==> src/rtl/fifo_pkg.sv <==
// Shared definitions for the FIFO family: read-mode selector and
// elaboration-time helpers used for parameter sanity checks.
package fifo_pkg;

    typedef enum logic [0:0] {
        FIFO_STD  = 1'b0,
        FIFO_FWFT = 1'b1
    } fifo_mode_e;

    // True when v is a power of two and at least 2.
    function automatic bit is_pow2_ge2(input int v);
        return (v >= 2) && ((v & (v - 1)) == 0);
    endfunction

endpackage

==> src/rtl/fifo_mem.sv <==
// WIDTH x DEPTH storage array: synchronous write port, asynchronous read.
// Contents are never reset; the pointers in fifo_flags decide what is valid.
module fifo_mem #(
    parameter int WIDTH = 8,
    parameter int DEPTH = 8,
    parameter int AW    = $clog2(DEPTH)
) (
    input  logic             clk,
    input  logic             we,
    input  logic [AW-1:0]    waddr,
    input  logic [WIDTH-1:0] wdata,
    input  logic [AW-1:0]    raddr,
    output logic [WIDTH-1:0] rdata
);

    logic [WIDTH-1:0] mem [DEPTH];

    // Write port: store one word per accepted write.
    always_ff @(posedge clk) begin
        if (we) begin
            mem[waddr] <= wdata;
        end
    end

    assign rdata = mem[raddr];

endmodule

==> src/rtl/fifo_flags.sv <==
// Single-clock FIFO with occupancy count, programmable almost-full /
// almost-empty thresholds, sticky overflow/underflow and a choice of
// registered (STD) or first-word-fall-through (FWFT) read port.
//
// Handshake: enable style, no back-pressure on the request itself.
// A write is taken when wr_en is high and full is low at the clock edge;
// a read is taken when rd_en is high and empty is low at the clock edge.
// Requests made against full/empty are dropped and recorded in the sticky
// overflow/underflow flags. valid marks data_out as a word to consume:
// STD pulses valid for the one cycle after an accepted read, FWFT holds
// valid while the FIFO is non-empty and rd_en acknowledges the head word.
module fifo_flags
    import fifo_pkg::*;
#(
    parameter int         WIDTH    = 8,
    parameter int         DEPTH    = 8,
    parameter fifo_mode_e MODE     = FIFO_STD,
    parameter int         AF_LEVEL = DEPTH - 1,
    parameter int         AE_LEVEL = 1
) (
    input  logic                     clk,
    input  logic                     rst,
    input  logic                     wr_en,
    input  logic [WIDTH-1:0]         data_in,
    input  logic                     rd_en,
    input  logic                     clr_err,
    output logic [WIDTH-1:0]         data_out,
    output logic                     valid,
    output logic                     empty,
    output logic                     full,
    output logic                     almost_empty,
    output logic                     almost_full,
    output logic [$clog2(DEPTH):0]   count,
    output logic                     overflow,
    output logic                     underflow
);

    localparam int AW = $clog2(DEPTH);
    localparam int CW = AW + 1;

    localparam logic [CW-1:0] DEPTH_C = CW'(DEPTH);
    localparam logic [CW-1:0] AF_C    = CW'(AF_LEVEL);
    localparam logic [CW-1:0] AE_C    = CW'(AE_LEVEL);
    localparam logic [CW-1:0] CNT_ONE = CW'(1);
    localparam logic [AW-1:0] PTR_ONE = AW'(1);

    // Reject parameter sets that the pointer/flag logic cannot honour.
    if (!is_pow2_ge2(DEPTH)) begin : g_bad_depth
        $error("fifo_flags: DEPTH must be a power of two and at least 2");
    end
    if (AF_LEVEL < 1 || AF_LEVEL > DEPTH) begin : g_bad_af
        $error("fifo_flags: AF_LEVEL must lie in 1..DEPTH");
    end
    if (AE_LEVEL < 0 || AE_LEVEL > DEPTH - 1) begin : g_bad_ae
        $error("fifo_flags: AE_LEVEL must lie in 0..DEPTH-1");
    end
    if (WIDTH < 1) begin : g_bad_width
        $error("fifo_flags: WIDTH must be at least 1");
    end

    logic [AW-1:0]    wr_ptr;
    logic [AW-1:0]    rd_ptr;
    logic [CW-1:0]    count_q;
    logic             overflow_q;
    logic             underflow_q;
    logic             wr_acc;
    logic             rd_acc;
    logic [WIDTH-1:0] head_word;

    // Flags come from the count register alone, so they only move on edges.
    assign empty        = (count_q == '0);
    assign full         = (count_q == DEPTH_C);
    assign almost_empty = (count_q <= AE_C);
    assign almost_full  = (count_q >= AF_C);
    assign count        = count_q;
    assign overflow     = overflow_q;
    assign underflow    = underflow_q;

    // Acceptance uses the pre-edge flags: no write-through in either direction.
    assign wr_acc = wr_en & ~full;
    assign rd_acc = rd_en & ~empty;

    fifo_mem #(
        .WIDTH (WIDTH),
        .DEPTH (DEPTH),
        .AW    (AW)
    ) u_mem (
        .clk   (clk),
        .we    (wr_acc),
        .waddr (wr_ptr),
        .wdata (data_in),
        .raddr (rd_ptr),
        .rdata (head_word)
    );

    // Pointers wrap naturally at DEPTH; count tracks occupancy separately.
    always_ff @(posedge clk or posedge rst) begin
        if (rst) begin
            wr_ptr  <= '0;
            rd_ptr  <= '0;
            count_q <= '0;
        end else begin
            if (wr_acc) begin
                wr_ptr <= wr_ptr + PTR_ONE;
            end
            if (rd_acc) begin
                rd_ptr <= rd_ptr + PTR_ONE;
            end
            case ({wr_acc, rd_acc})
                2'b10:   count_q <= count_q + CNT_ONE;
                2'b01:   count_q <= count_q - CNT_ONE;
                default: count_q <= count_q;
            endcase
        end
    end

    // Sticky error flags: a new offending request beats clr_err.
    always_ff @(posedge clk or posedge rst) begin
        if (rst) begin
            overflow_q  <= 1'b0;
            underflow_q <= 1'b0;
        end else begin
            overflow_q  <= (wr_en & full)  | (overflow_q  & ~clr_err);
            underflow_q <= (rd_en & empty) | (underflow_q & ~clr_err);
        end
    end

    if (MODE == FIFO_STD) begin : g_std
        logic [WIDTH-1:0] data_q;
        logic             valid_q;

        // Registered read port: an accepted read presents its word next cycle.
        always_ff @(posedge clk or posedge rst) begin
            if (rst) begin
                data_q  <= '0;
                valid_q <= 1'b0;
            end else begin
                valid_q <= rd_acc;
                if (rd_acc) begin
                    data_q <= head_word;
                end
            end
        end

        assign data_out = data_q;
        assign valid    = valid_q;
    end else begin : g_fwft
        // Head word shown directly; forced to zero while empty so the port
        // reads back its reset value rather than stale array contents.
        assign data_out = empty ? '0 : head_word;
        assign valid    = ~empty;
    end

endmodule
==> config.mk <==
export PLATFORM = sky130hd
export DESIGN_NAME = fifo_flags
export DESIGN_NICKNAME = d
export VERILOG_FILES = /design/src/rtl/fifo_pkg.sv /design/src/rtl/fifo_mem.sv /design/src/rtl/fifo_flags.sv
export SDC_FILE = /design/constraint.sdc
export NUM_CORES = 1
export LEC_CHECK = 0
export ABC_CLOCK_PERIOD_IN_PS = 2300
export BUFFER_PORTS_ARGS = -buffer_cell sky130_fd_sc_hd__buf_2
export CORE_MARGIN = 10
export CORE_UTILIZATION = 53
export DETAILED_ROUTE_END_ITERATION = 7
export HOLD_SLACK_MARGIN = 0.15
export PLACE_DENSITY = 0.75
export SYNTH_ARGS = -nofsm -noshare
export SYNTH_HDL_FRONTEND = slang
export SYNTH_HIERARCHICAL = 1
export SYNTH_SLANG_ARGS = --single-unit
==> constraint.sdc <==
create_clock -name clk -period 2.3 [get_ports clk]
set_input_delay 0 -clock clk [delete_from_list [all_inputs] [get_ports clk]]
set_output_delay 0 -clock clk [all_outputs]
set_load 0.01 [all_outputs]
==> impl_metrics.json, run 1 <==
{
  "status": "finished clean",
  "wl_um": 6240,
  "syn-num-nets": 197,
  "fin_cells": 322,
  "grt_max_degree": 22,
  "crit_arrival_ns": 2.35,
  "portBuffers": 31,
  "cts_resized": 0,
  "ys_ff_latch": 85,
  "final.setup_skew_ns": 0.00482,
  "ant_nets": 0,
  "avgSynthCellArea_um2": 19.5,
  "num_antenna_cells": 0,
  "worst_pin_slew_ns": 0.885,
  "overflow": 0,
  "synth_area_mm2": 0.00348,
  "synth_fa_ha_area_share_pct": 2.16,
  "synth_ff_type": "edfxtp_1",
  "muxShareOfSynthArea_pct": 18.1,
  "dr.first_iter.drc_count": 84,
  "final-max-slew-violation-count": 0,
  "clkSinkCount": 85,
  "worstPathBufferInverterCount": 2,
  "synth_area_leaders": "edfxtp_1, dfrtp_1, mux4_1",
  "yosysWarnings": 6,
  "drt_pass1_iterations": 4,
  "viasPerCell": 5.42,
  "core_mm2": 0.00635,
  "antenna_found_initial": 0,
  "grt_pass1_wl_um": 9930,
  "syn2layout_area_growth_pct": 17.8,
  "maxCapViolCount": 0,
  "period_minus_slack_ns": 2.06,
  "path_max_fanout": 4,
  "gp_congestion": 0.729,
  "final_core_util_pct": 64.6,
  "max-clock-path-buffers": 2,
  "yosysSeqAreaShare_pct": 70.3,
  "fin_nets": 259,
  "grt.total_usage_pct": 12.9,
  "crit_required_ns": 2.58,
  "max_slew_margin_pct": 40.9,
  "synth_largest_area_cell": "edfxtp_1",
  "fillers": 437,
  "fmax_ghz": 0.485,
  "grt_pass1_vias": 1771,
  "clk_pin_slew_ns": 0.09,
  "tritoncts": "done",
  "crit_family": "simple AND/OR/NAND/NOR gates",
  "synth_compound_area_share_pct": 1.15,
  "async_flop_share_pct": 24.7,
  "synth_cell_type_count": 30,
  "dp_cells": 293,
  "synth_xor_area_share_pct": 2.01,
  "ir_drop_mv": 0.920,
  "rsz0062_at_grt": "no",
  "numCtsBuffers": 9,
  "drc": 0,
  "synth_edf_count": 64,
  "cp-end-kind": "flip-flop",
  "insertion_delay_ns": 0.35,
  "synth_top_family_by_area": "multiplexers",
  "hpwl_um": 3800,
  "htreeDepth": 3,
  "layout-drive-gt1-share_pct": 30.6,
  "critPathLaunchType": "flip-flop",
  "vias": 1746,
  "tns_ns": 0,
  "synth_top_area_share_pct": 55.2,
  "root_buffer": "clkbuf_8",
  "die_h_um": 101,
  "hold_viol": 0,
  "hold_path.class": "in2async",
  "initial_core_util_pct": 54.8,
  "synth-simple-area-share_pct": 3.81,
  "cp_cell_sequence": "inv_1 > ha_1 > or3b_4 > nand2_2 > inv_1 > ha_1 > or4b_1 > a21oi_2 > xor2_1",
  "io_pins": 32,
  "synthCells": 178,
  "powerDensity_mw_per_mm2": 1170,
  "max_stage_delay_ns": 0.47,
  "setup-violations-final": 0,
  "wl_per_cell_um": 19.4,
  "worstSetupPathType": "reg2reg",
  "p_leak_nw": 1.60,
  "die-area_mm2": 0.0102,
  "std_cell_rows": 29,
  "dieWidth_um": 101,
  "period_share_pct": 89.7,
  "whs_ns": 0.368,
  "cp_slowest_cell": "or4b_1"
}
## synthesized netlist by cell type (2+ instances only)
master,count
ha_1,6
buf_6,2
xor2_1,2
nand2_1,4
edfxtp_1,64
nand2b_1,3
nand3_1,2
nor3_1,3
mux2_1,8
dfrtp_1,21
xnor2_1,6
mux2_2,10
inv_1,8
mux4_1,15
nor2_1,8
a22o_1,2
## metrics by stage
step                      power, mW  cell area [um^2]  setup slack (ns)
final                          4.80              4100             0.238
after floorplan                3.35              3480            0.0254
after detailed placement       3.87              3790             0.235
after global routing           5.09              4100            0.0579
after CTS                      4.86              4100             0.215
after global placement         3.84              3790             0.292
## area by class of cell
cell class	count	area [um^2]	area share, %
clock inverters	7	58.8	1.43
repair buffers	57	395	9.65
inverters	8	30.0	0.733
multi-input cells	79	947	23.1
flip-flops and latches	85	2450	59.7
well taps	77	96.3	2.35
clock buffers	9	124	3.02
## layout by cell type, fill, tap and decap left out, drive strengths merged, types with 5 or more instances in the layout
master / instances
buf: 44
clkbuf: 9
dfrtp: 21
dlygate4sd3: 13
edfxtp: 64
ha: 6
inv: 11
mux2: 18
mux4: 16
nand2: 5
nor2: 8
xnor2: 6
## layer usage
layer	wire length [um]	vias up	GRT usage (%)
met3	268	9	3.29
met5	0	-	0
met1	2830	878	16.9
li1	-	828	-
met2	3030	31	19.8
met4	106	0	6.00
## worst min-delay path, cell delays in order
cell	delay, ns
dlygate4sd3_1	0.52
buf_2	0.12
inv_1	0.63
## sequential cells by signal, summed over array words and instances, names as in the netlist
signal     count
u_mem/mem     64
data_out       8
count          4
rd_ptr         3
wr_ptr         3
overflow       1
underflow      1
valid          1
## timing repair
action,CTS,global route
hold buffers,13,0
hold endpoints to repair,92,0
buffers inserted,0,0
endpoints found under the setup margin,0,0
## kinds of logic after synthesis
family / Yosys count
buf+inv: 14
xor+xnor: 8
flops: 85
fa+ha+maj: 6
compound gates: 5
simple gates: 25
mux: 35
## worst paths after layout
kind	startpoint	to	slack, ns	depth (start not counted)
min in group clk	data_in[6]	u_mem/mem[6][6]	0.45	2
hold / removal	rst	data_out[1]	0.37	3
max in group asynchronous	rst	data_out[3]	1.38	3
setup reg to reg	count[0]	count[3]	0.24	9
setup / recovery	count[0]	count[3]	0.24	9
hold reg to reg	data_out[0]	data_out[0]	0.49	1
## where the power goes
part	switching, mW	total, mW	internal [mW]
logic	0.760	1.62	0.865
clock network	0.555	0.964	0.409
registers	0.197	2.21	2.01
total	1.51	4.80	3.29
Note: power is estimated with default switching activity, not from simulation.
==> run 2, diff against run 1 <==
--- a/config.mk
+++ b/config.mk
@@ -7,11 +7,14 @@
 export LEC_CHECK = 0
 export ABC_CLOCK_PERIOD_IN_PS = 2300
 export BUFFER_PORTS_ARGS = -buffer_cell sky130_fd_sc_hd__buf_2
+export CELL_PAD_IN_SITES_DETAIL_PLACEMENT = 1
+export CELL_PAD_IN_SITES_GLOBAL_PLACEMENT = 1
 export CORE_MARGIN = 10
-export CORE_UTILIZATION = 53
+export CORE_UTILIZATION = 46
 export DETAILED_ROUTE_END_ITERATION = 7
 export HOLD_SLACK_MARGIN = 0.15
-export PLACE_DENSITY = 0.75
+export PLACE_DENSITY_LB_ADDON = 0.1
+export SKIP_LAST_GASP = 1
 export SYNTH_ARGS = -nofsm -noshare
 export SYNTH_HDL_FRONTEND = slang
 export SYNTH_HIERARCHICAL = 1
==> run 2 against run 1 <==
Total power increased by 3.9%. Sequential cell count did not move. Combinational power grew 4%. Die area grew 12%. Non-clock buffer count is 2 higher. Sequential power is essentially flat. Sequential share of layout area fell by 0.81 points. Critical path type unchanged. Largest power group unchanged.
==> impl_metrics.json, run 2 (synthesis gave the netlist of run 1 again) <==
{
  "status": "finished clean",
  "p_leak_nw": 1.62,
  "top_usage_layer": "met2",
  "numCtsBuffers": 9,
  "htreeDepth": 3,
  "root_buffer": "clkbuf_8",
  "largest_register": "u_mem/mem",
  "tritoncts": "done",
  "wl_per_cell_um": 20.6,
  "period_minus_slack_ns": 2.19,
  "gp_congestion": 0.795,
  "viasPerCell": 5.24,
  "hold_path.class": "in2async",
  "die_h_um": 107,
  "max-clock-path-buffers": 2,
  "period_share_pct": 95.2,
  "grt.total_usage_pct": 13.2,
  "dpl_cell_area_mm2": 0.00381,
  "crit_required_ns": 2.58,
  "fin_nets": 261,
  "max_slew_margin_pct": 47.1,
  "initial_core_util_pct": 47.7,
  "mostFrequentLayoutCell": "edfxtp_1",
  "clkSinkCount": 85,
  "worst_pin_slew_ns": 0.792,
  "drt_pass1_iterations": 4,
  "setup-violations-final": 0,
  "grt_util_met2_pct": 20.7,
  "ant_nets": 0,
  "io_pins": 32,
  "vias": 1814,
  "met1_usage_pct": 17.0,
  "grt_max_degree": 22,
  "overflow": 0,
  "fmax_ghz": 0.456,
  "hpwl_um": 4880,
  "grt_pass1_vias": 2022,
  "power_mw": 4.99,
  "hold_viol": 0,
  "rsz0062_at_grt": "no",
  "std_cell_rows": 31,
  "critPathLaunchType": "flip-flop",
  "ir_drop_mv": 0.469,
  "wl_um": 7130,
  "powerDensity_mw_per_mm2": 1200,
  "insertion_delay_ns": 0.35,
  "grt_util_met3_pct": 3.95,
  "antenna_found_initial": 0,
  "die-area_mm2": 0.0114,
  "num_antenna_cells": 0,
  "final_cell_mix": "edfxtp_1, buf_2, dfrtp_1",
  "portBuffers": 31,
  "drc": 0,
  "syn2layout_area_growth_pct": 19.5,
  "core_mm2": 0.00729,
  "layout-drive-gt1-share_pct": 32.4,
  "cp-end-kind": "flip-flop",
  "maxCapViolCount": 0,
  "worstSetupPathType": "reg2reg",
  "tns_ns": 0,
  "largest_reg_flops": 64,
  "final-max-slew-violation-count": 0,
  "dr.first_iter.drc_count": 48,
  "stdcell_area_mm2": 0.00416,
  "clk_pin_slew_ns": 0.09,
  "final.setup_skew_ns": 0.0113,
  "path_max_fanout": 6,
  "grt_pass1_wl_um": 11400,
  "crit_arrival_ns": 2.47,
  "dieWidth_um": 107
}
-- run 2: where the power goes --
part	switching (mW)	internal, mW	leakage, nW	total (mW)
registers	0.217	2.02	0.830	2.23
clock network	0.556	0.517	0.101	1.07
logic	0.819	0.863	0.684	1.68
-- run 2: layout make-up --
type	count	area [um^2]
fill	691	3130
clock buffer	9	124
sequential	85	2450
timing repair buffer	59	398
tap	99	124
inverter	8	30.0
multi-input combinational	79	952
clock inverter	7	81.3
-- run 2: final timing paths --
| kind | endpoint | slack (ns) | cells past startpoint | from |
|---|---|---|---|---|
| max | count[3] | 0.11 | 9 | count[1] |
| min | data_out[3] | 0.32 | 3 | rst |
| max reg2reg | count[3] | 0.11 | 9 | count[1] |
| min reg2reg | data_out[0] | 0.49 | 1 | data_out[0] |
| max in group asynchronous | count[1] | 1.42 | 3 | rst |
| min in group clk | u_mem/mem[0][6] | 0.45 | 2 | data_in[6] |
-- run 2: stage by stage --
step	utilization, %	cells	hold WS [ns]	worst slack [ns]
finish	57.0	346	0.324	0.109
global route	57.0	346	0.420	0.00810
CTS	56.8	345	0.351	0.0238
detailed placement	52.2	316	0.195	0.0585
global placement	52.2	316	0.169	0.190
floorplan	-	178	-0.0235	0.0254
-- run 2: routing by layer --
metal	vias up	wire length, um	share of wire [%]
met1	948	3300	46
li1	826	-	-
met3	7	272	3.8
met2	33	3480	49
met5	-	0	0
met4	0	78	1.1
-- run 2: worst max-delay path: stages, from the launching register on --
cell and delay, ns:
dfrtp_2 0.41, inv_1 0.08, ha_1 0.22, or3b_4 0.26, nand2_2 0.06, inv_1 0.07
ha_2 0.23, or4b_1 0.47, a21oi_2 0.16, xor2_1 0.15
-- run 2: timing repair --
item / 4_1_cts / 5_1_grt
hold buffers: 13 / 0
resized for setup: 0 / 3
endpoints found under the setup margin: 0 / 16
endpoints found under the hold margin: 92 / 0
setup buffers: 0 / 1
==> run 3, diff against run 2 <==
--- a/config.mk
+++ b/config.mk
@@ -11,9 +11,10 @@
 export CELL_PAD_IN_SITES_GLOBAL_PLACEMENT = 1
 export CORE_MARGIN = 10
 export CORE_UTILIZATION = 46
+export CTS_CLUSTER_SIZE = 12
 export DETAILED_ROUTE_END_ITERATION = 7
 export HOLD_SLACK_MARGIN = 0.15
-export PLACE_DENSITY_LB_ADDON = 0.1
+export PLACE_DENSITY = 0.83
 export SKIP_LAST_GASP = 1
 export SYNTH_ARGS = -nofsm -noshare
 export SYNTH_HDL_FRONTEND = slang
==> run 3 against run 2 <==
Hold slack improved by 0.036 ns. Sequential power about the same. Final cell count increased by 0.58%. First-iteration DRC count decreased by 6.3%. Largest power group unchanged. Highest routed layer unchanged.
==> impl_metrics.json, run 3 (synthesis gave the netlist of run 1 again) <==
{
  "place_ws_ns": 0.136,
  "dp_cells": 319,
  "final_core_util_pct": 57.2,
  "io_pins": 32,
  "max_slew_margin_pct": 42.1,
  "initial_core_util_pct": 47.7,
  "core_mm2": 0.00729,
  "layout-drive-gt1-share_pct": 32.5,
  "final-max-slew-violation-count": 0,
  "rsz0062_at_grt": "no",
  "gp_congestion": 0.804,
  "root_buffer": "clkbuf_8",
  "die_h_um": 107,
  "path_max_fanout": 4,
  "worst_pin_slew_ns": 0.867,
  "tns_ns": 0,
  "std_cell_rows": 31,
  "crit_required_ns": 2.58,
  "setup-violations-final": 0,
  "fin_cells": 348,
  "crit_arrival_ns": 2.40,
  "period_share_pct": 92.3,
  "clk_pin_slew_ns": 0.09,
  "overflow": 0,
  "powerDensity_mw_per_mm2": 1180,
  "maxCapViolCount": 0,
  "reg2regPathDepth": 9,
  "max_stage_delay_ns": 0.46,
  "cp-startpoint": "count[0]",
  "tritoncts": "done",
  "crit_cells": 9,
  "clkSinkCount": 85,
  "grt_pass1_vias": 2036,
  "fillers": 691,
  "fin_nets": 263,
  "htreeDepth": 3,
  "wl_um": 6850,
  "mostFrequentLayoutCell": "edfxtp_1",
  "drt_pass1_iterations": 4,
  "hpwl_um": 4760,
  "rr_startpoint": "count[0]",
  "ir_drop_mv": 0.581,
  "cpMostUsedCell": "inv_1",
  "vias": 1809,
  "largest_reg_flops": 64,
  "insertion_delay_ns": 0.35,
  "viasPerCell": 5.20,
  "crit_family": "simple AND/OR/NAND/NOR gates",
  "cp-end-kind": "flip-flop",
  "critPathCapture": "count[3]",
  "max-clock-path-buffers": 2,
  "fmax_ghz": 0.471,
  "hold_path.class": "in2async",
  "worstSetupPathType": "reg2reg",
  "dr.first_iter.drc_count": 45,
  "numCtsBuffers": 9,
  "post_cts_buffers": 0,
  "grt_pass1_wl_um": 11100,
  "final_cell_mix": "edfxtp_1, buf_2, dfrtp_1",
  "cp_slowest_cell": "or4b_1",
  "portBuffers": 31,
  "whs_ns": 0.360,
  "hold_viol": 0,
  "r2r_end": "count[3]",
  "largest_register": "u_mem/mem",
  "worstPathBufferInverterCount": 2,
  "die-area_mm2": 0.0114,
  "cp_cell_sequence": "inv_1 > ha_1 > or3b_4 > nand2_2 > inv_1 > ha_4 > or4b_1 > a21oi_2 > xor2_1",
  "wl_per_cell_um": 19.7,
  "critPathLaunchType": "flip-flop",
  "dieWidth_um": 107,
  "syn2layout_area_growth_pct": 19.9,
  "p_leak_nw": 1.62,
  "ant_nets": 0,
  "grt.total_usage_pct": 12.7,
  "grt_max_degree": 22,
  "status": "finished clean",
  "drc": 0,
  "period_minus_slack_ns": 2.12,
  "worst_slack_ns": 0.178,
  "final.setup_skew_ns": 0.0160,
  "antenna_found_initial": 0,
  "r2r_slack_ns": 0.18,
  "num_antenna_cells": 0
}
==> run 3: cell types whose count changed in the layout (fill, tap and decap cells not counted), sizes merged <==
| cell | before | now |
|---|---|---|
| buf | 46 | 48 |
| clkinvlp | 1 | 2 |
| inv | 11 | 10 |
==> run 3: tightest hold or removal path, stage by stage <==
cell           delay [ns]
dlygate4sd3_1        0.53
buf_2                0.12
inv_1                0.62
==> run 3: what timing repair did <==
action | 4_1_cts | 5_1_grt
resized for setup | 0 | 3
hold endpoints to repair | 92 | 0
setup endpoints to repair | 0 | 1
hold buffers | 13 | 0
==> run 3: through the flow <==
stage | power [mW] | area (um^2)
5_1_grt | 5.24 | 4170
3_5_place_dp | 3.91 | 3830
2_1_floorplan | 3.35 | 3480
6_report | 4.94 | 4170
4_1_cts | 4.98 | 4160
3_3_place_gp | 3.81 | 3830
==> run 3: area by class of cell <==
cell class              count  area [um^2]  area share, %
inverters                   8         30.0          0.720
clock buffers               9          124           2.97
repair buffers             61          413           9.90
well taps                  99          124           2.97
multi-input cells          79          962           23.1
clock inverters             7         72.6           1.74
flip-flops and latches     85         2450           58.7
==> run 3: report_power, final <==
| group | switching (mW) | internal (mW) | total, mW |
|---|---|---|---|
| Combinational | 0.806 | 0.876 | 1.68 |
| Clock | 0.528 | 0.505 | 1.03 |
| Sequential | 0.216 | 2.01 | 2.23 |
| Total | 1.55 | 3.39 | 4.94 |
==> run 3: worst min path at each step <==
stage               startpoint          end  slack, ns  cells after the start
finish                     rst     overflow       0.36                      3
global route               rst  data_out[6]       0.43                      3
CTS                        rst     overflow       0.37                      3
detailed placement         rst     overflow       0.22                      2
global placement           rst     overflow       0.22                      2
floorplan                  rst     count[0]      -0.02                      1
==> run 3: metal layers <==
| layer | wire length [um] | track usage (%) | vias to the layer above |
|---|---|---|---|
| li1 | - | - | 831 |
| met1 | 2890 | 14.7 | 928 |
| met2 | 3620 | 21.7 | 43 |
| met3 | 269 | 3.83 | 7 |
| met4 | 73 | 4.55 | 0 |
| met5 | 0 | 0 | - |
